File: src/rtl/quad_emulator.sv
// quad_emulator: quadrature encoder signal generator.
// Accepts a signed step command and emits that many A/B quadrature edges,
// one every max(cmd_period,1) clocks. A leads B for positive steps.
// Ports:
//   CLK, reset        - clock and synchronous active-low reset
//   cmd_valid/ready   - command handshake (ready only in IDLE)
//   cmd_steps         - signed edge count, cmd_period - clocks per edge
//   abort             - stop the current run without a done pulse
//   pos_clear         - zero the running position
//   quadA, quadB      - registered encoder outputs
//   position          - signed running count of emitted edges
//   busy, done        - run in progress / one-cycle completion pulse
module quad_emulator #(
    parameter int unsigned CNT_W = 32,
    parameter int unsigned DIV_W = 16
) (
    input  logic             CLK,
    input  logic             reset,
    input  logic             cmd_valid,
    output logic             cmd_ready,
    input  logic [CNT_W-1:0] cmd_steps,
    input  logic [DIV_W-1:0] cmd_period,
    input  logic             abort,
    input  logic             pos_clear,
    output logic             quadA,
    output logic             quadB,
    output logic [CNT_W-1:0] position,
    output logic             busy,
    output logic             done
);

    typedef enum logic {
        IDLE = 1'b0,
        RUN  = 1'b1
    } state_t;

    state_t           state_q, state_d;
    logic [DIV_W-1:0] timer_q, timer_d;
    logic [DIV_W-1:0] period_q, period_d;
    logic [CNT_W-1:0] rem_q, rem_d;
    logic [CNT_W-1:0] pos_q, pos_d;
    logic [1:0]       phase_q, phase_d;
    logic             dir_q, dir_d;       // 1 = negative direction
    logic             zdone_q, zdone_d;   // zero-step command pending done
    logic             done_q, done_d;
    logic             busy_q, busy_d;
    logic             ready_q, ready_d;
    logic             qa_q, qa_d;
    logic             qb_q, qb_d;

    logic             step_c;
    logic [CNT_W-1:0] steps_abs_c;
    logic [DIV_W-1:0] period_eff_c;

    // Magnitude of the command; the most negative value maps to 2^(CNT_W-1).
    assign steps_abs_c  = cmd_steps[CNT_W-1] ? (~cmd_steps + CNT_W'(1)) : cmd_steps;
    assign period_eff_c = (cmd_period == '0) ? DIV_W'(1) : cmd_period;

    // Next-state and datapath logic
    always_comb begin
        state_d  = state_q;
        timer_d  = timer_q;
        period_d = period_q;
        rem_d    = rem_q;
        pos_d    = pos_q;
        phase_d  = phase_q;
        dir_d    = dir_q;
        zdone_d  = 1'b0;
        done_d   = zdone_q;
        busy_d   = busy_q;
        step_c   = 1'b0;

        case (state_q)
            IDLE: begin
                if (cmd_valid) begin
                    dir_d    = cmd_steps[CNT_W-1];
                    rem_d    = steps_abs_c;
                    timer_d  = period_eff_c;
                    period_d = period_eff_c;
                    if (steps_abs_c != '0) begin
                        state_d = RUN;
                        busy_d  = 1'b1;
                    end else begin
                        zdone_d = 1'b1;
                    end
                end
            end
            RUN: begin
                if (abort) begin
                    state_d = IDLE;
                    busy_d  = 1'b0;
                end else if (timer_q == DIV_W'(1)) begin
                    step_c  = 1'b1;
                    timer_d = period_q;
                    rem_d   = rem_q - CNT_W'(1);
                    if (rem_q == CNT_W'(1)) begin
                        state_d = IDLE;
                        busy_d  = 1'b0;
                        done_d  = 1'b1;
                    end
                end else begin
                    timer_d = timer_q - DIV_W'(1);
                end
            end
            default: begin
                state_d = IDLE;
                busy_d  = 1'b0;
            end
        endcase

        if (step_c) begin
            phase_d = dir_q ? (phase_q - 2'd1) : (phase_q + 2'd1);
            pos_d   = dir_q ? (pos_q - CNT_W'(1)) : (pos_q + CNT_W'(1));
        end

        // Clear wins over a coincident increment; the A/B edge still happens.
        if (pos_clear) begin
            pos_d = '0;
        end

        ready_d = (state_d == IDLE);
        // Gray decode: 0->00, 1->10, 2->11, 3->01 as (A,B)
        qa_d    = phase_d[1] ^ phase_d[0];
        qb_d    = phase_d[1];
    end

    // State and output registers
    always_ff @(posedge CLK) begin
        if (!reset) begin
            state_q  <= IDLE;
            timer_q  <= '0;
            period_q <= '0;
            rem_q    <= '0;
            pos_q    <= '0;
            phase_q  <= 2'd0;
            dir_q    <= 1'b0;
            zdone_q  <= 1'b0;
            done_q   <= 1'b0;
            busy_q   <= 1'b0;
            ready_q  <= 1'b1;
            qa_q     <= 1'b0;
            qb_q     <= 1'b0;
        end else begin
            state_q  <= state_d;
            timer_q  <= timer_d;
            period_q <= period_d;
            rem_q    <= rem_d;
            pos_q    <= pos_d;
            phase_q  <= phase_d;
            dir_q    <= dir_d;
            zdone_q  <= zdone_d;
            done_q   <= done_d;
            busy_q   <= busy_d;
            ready_q  <= ready_d;
            qa_q     <= qa_d;
            qb_q     <= qb_d;
        end
    end

    assign cmd_ready = ready_q;
    assign quadA     = qa_q;
    assign quadB     = qb_q;
    assign position  = pos_q;
    assign busy      = busy_q;
    assign done      = done_q;

endmodule

File: config.mk
export PLATFORM = sky130hd
export DESIGN_NAME = quad_emulator
export DESIGN_NICKNAME = d
export VERILOG_FILES = /design/src/rtl/quad_emulator.sv
export SDC_FILE = /design/constraint.sdc
export NUM_CORES = 1
export LEC_CHECK = 0
export ABC_AREA = 1
export BUFFER_PORTS_ARGS = -buffer_cell sky130_fd_sc_hd__buf_2
export CAP_MARGIN = 20
export CORE_ASPECT_RATIO = 1.1
export CORE_MARGIN = 2
export CORE_UTILIZATION = 55
export DETAILED_ROUTE_END_ITERATION = 8
export MAX_ROUTING_LAYER = met4
export PLACE_DENSITY_LB_ADDON = 0.12
export SETUP_SLACK_MARGIN = 0.15
export SLEW_MARGIN = 10
export SYNTH_ARGS = -nofsm -noshare
export SYNTH_HDL_FRONTEND = slang
export SYNTH_SLANG_ARGS = --single-unit
File: constraint.sdc
create_clock -name CLK -period 2.9 [get_ports CLK]
set_input_delay 0.145 -clock CLK [delete_from_list [all_inputs] [get_ports CLK]]
set_output_delay 0.145 -clock CLK [all_outputs]
set_load 0.005 [all_outputs]
==> flow_summary_export.csv <==
group,metric,value,unit
placed_design,place_ws,278,ps
critical_path,cp_top_family,"compound AO/OA/AOI/OAI gates",
synth,post_synth_and_or_nand_nor_area_fraction,32.3,%
critical_path,crit_type,"register to register",
drt,postRouteAntennaNets,0,
synth,synth_cells,1345,
hold_path,hold_path_class,"input pin to register",
clock_tree,numCtsBuffers,9,
synth,synth_cell_type_count,54,
clock_tree,clkTransAtPathRegs,80,ps
clock_tree,root_buffer,"clkbuf_16",
synth,synth_compound_area_share,22.1,%
drt,viasPerCell,5.54,
drt,drcViolationCount,0,
critical_path,worstSetupStartpointType,"register",
timing,layout_worst_path_cycle_share,85.5,%
timing,slew_viol_final,0,
synth,synth-seq-cells,105,
synth,syn_nets,1434,
finish,synthToLayoutAreaGrowth,10.9,%
floorplan,start_util,56.1,%
global_routing,grt_pass1_vias,8363,
timing,final-setup-viol-count,0,
clock_tree,ctsLongestPathBuffers,2,
clock_tree,cts_setup_buffers,0,
timing,worst_slew_pin_slew,560,ps
synth,ys_warn_count,0,
timing,rsz0062_at_grt,"no",
drt,wl_per_cell,14.6,microns
run_status,outcome,"completed",
placed_design,placed_area,9070,sq um
global_routing,grt_max_degree,51,
floorplan,pin_count,90,
critical_path,cp_common_cell,"inv_1",
synth,synth-edff-count,0,
finish,layout.cells.most_common,"nand2_1",
drt,drtIter0Drc,545,
global_routing,grt_pass1_wl,39.4,mm
global_routing,grtUsageTotal,30.5,%
floorplan,rows,47,
critical_path,end_kind,"register",
placed_design,place.gp.congestion,0.987,
placed_design,io_buffers,89,
synth,synth-main-ff-cell,"dfxtp_1",
critical_path,crit_chain,"buf_12 > inv_1 > fa_1 > o21ai_2 > a21boi_1 > o21ai_1 > a21oi_1 > or2_2 > nand3_1 > o211ai_1 > inv_1",
finish,num_antenna_cells,0,
global_routing,grt-ovfl-total,0,
pwr,peakVddDrop,381,uV
timing,max_freq,403,MHz
finish,nets,1506,
timing,slew_headroom,62.7,%
timing,setup_ws,420,ps
synth,async_flop_share,0,%
synth,synth_area,8450,sq um
critical_path,cp.required,3210,ps
timing,fin_skew,12.5,ps
clock_tree,cts_sinks,105,
pwr,powerDensity,404,nW/um^2
floorplan,die_w,122,microns
drt,dr.pass1.iters,5,
clock_tree,cts_tree,"built",
synth,synthXorXnorAreaFrac,5.39,%
critical_path,cpPeakStageDelay,450,ps
timing,setup-tns-final,0,ps
pwr,total_power,3.78,mW
drt,dr_total_vias,8960,
floorplan,core,15100,sq um
critical_path,worstPathMaxFanout,33,
critical_path,crit_buf_inv,3,
floorplan,fp.dieH,134,microns
global_routing,antenna_found_initial,0,
finish,final_area,9370,sq um
timing,post-route-min-period,2480,ps
finish,final_cell_mix,"nand2_1 (270), nor2_1 (170), inv_1 (159), o21ai_0 (117), a21oi_1 (106)",
timing,hold_violations,0,
pwr,leakage,4.45,nW
critical_path,cp_slowest_cell,"fa_1",
synth,synth_top_family_by_area,"simple AND/OR/NAND/NOR gates",
synth,ys_seq_area_share,24.9,%
finish,utilization,62.2,%
finish,fillers,1543,
synth,synthAdderAreaFrac,5.42,%
finish,drive_above_1_share,12.5,%
synth,avgSynthCellArea,6.28,sq um
critical_path,critPathArrivalTime,2790,ps
drt,drt_wl_total,23.7,mm
clock_tree,clkLatencyLatePin,360,ps
clock_tree,h-tree-depth,3,
synth,muxShareOfSynthArea,0,%
run,drv_cap,0,
placed_design,dpl.hpwl,18.0,mm
floorplan,die_area,16400,sq um
[per-stage QoR]
stage / cells / hold slack [ps]
final: 1618 / 41.4
after global routing: 1618 / 46.6
after CTS: 1618 / 29.5
after detailed placement: 1602 / 422
after global placement: 1602 / 421
after floorplan: 1345 / 280
[layout make-up]
| cell class | count | area [sq um] | share of cell area (%) |
|---|---|---|---|
| multi-input combinational | 1028 | 5520 | 58.9 |
| sequential | 105 | 2100 | 22.5 |
| inverter | 168 | 633 | 6.76 |
| timing repair buffer | 105 | 578 | 6.17 |
| tap | 196 | 245 | 2.62 |
| clock buffer | 10 | 229 | 2.44 |
| clock inverter | 6 | 61.3 | 0.654 |
[power by group]
part / total [mW] / internal [mW] / switching [mW]
combinational: 0.956 / 0.331 / 0.626
sequential: 1.60 / 1.53 / 0.0764
clock: 1.22 / 0.605 / 0.618
[synthesized netlist by cell type, types with 8 or more instances]
cell type | count | area (sq um)
a21oi_1 | 106 | 531
o211ai_1 | 21 | 158
a31oi_1 | 10 | 62.6
nor2_2 | 13 | 81.3
ha_1 | 35 | 438
a221oi_1 | 8 | 70.1
inv_2 | 8 | 30.0
o21bai_1 | 13 | 97.6
xnor2_1 | 12 | 105
dfxtp_1 | 105 | 2100
nand2_1 | 270 | 1010
clkbuf_1 | 27 | 101
nand2_2 | 9 | 56.3
inv_1 | 159 | 597
o21ai_0 | 117 | 586
o21a_1 | 8 | 60.1
xor2_1 | 40 | 350
buf_2 | 13 | 65.1
nand3_1 | 77 | 385
nand4_1 | 17 | 106
nor3_1 | 28 | 140
nor2_1 | 171 | 642
[flip-flops by register name (all words and copies together), names as in the netlist]
name and count:
rem_q 32, period_q 16, busy 1, timer_q 16
cmd_ready 1, done 1, phase_q 2, quadA 1
dir_q 1, position 32, state_q 1, zdone_q 1
[final timing paths]
check / start / endpoint / slack (ps) / cells past startpoint
worst max-delay path: dir_q / position[16] / 420 / 11
worst min-delay path: cmd_period[13] / period_q[13] / 40 / 3
worst max register to register: dir_q / position[16] / 420 / 11
worst min register to register: zdone_q / done / 450 / 2
[layer usage]
layer | track usage (%) | routed length (microns) | up-vias
met5 | - | 0 | -
met3 | 3.19 | 935 | 48
met2 | 51.1 | 11400 | 225
met1 | 37.3 | 10600 | 4073
met4 | 12.7 | 788 | 0
li1 | - | - | 4614
[kinds of logic after synthesis]
| logic type | count (synthesis) |
|---|---|
| compound gates | 322 |
| xor+xnor | 52 |
| fa+ha+maj | 36 |
| buf+inv | 212 |
| flops | 105 |
| simple gates | 618 |
[tightest hold or removal path: stages]
cell	delay (ps)
buf_2	110
nand2_1	60
a21oi_1	50
[timing repair]
item	in CTS	in global routing
resized for setup	0	1
setup endpoints to repair	0	18
hold buffers	0	0
(Power assumes the default switching activity.)
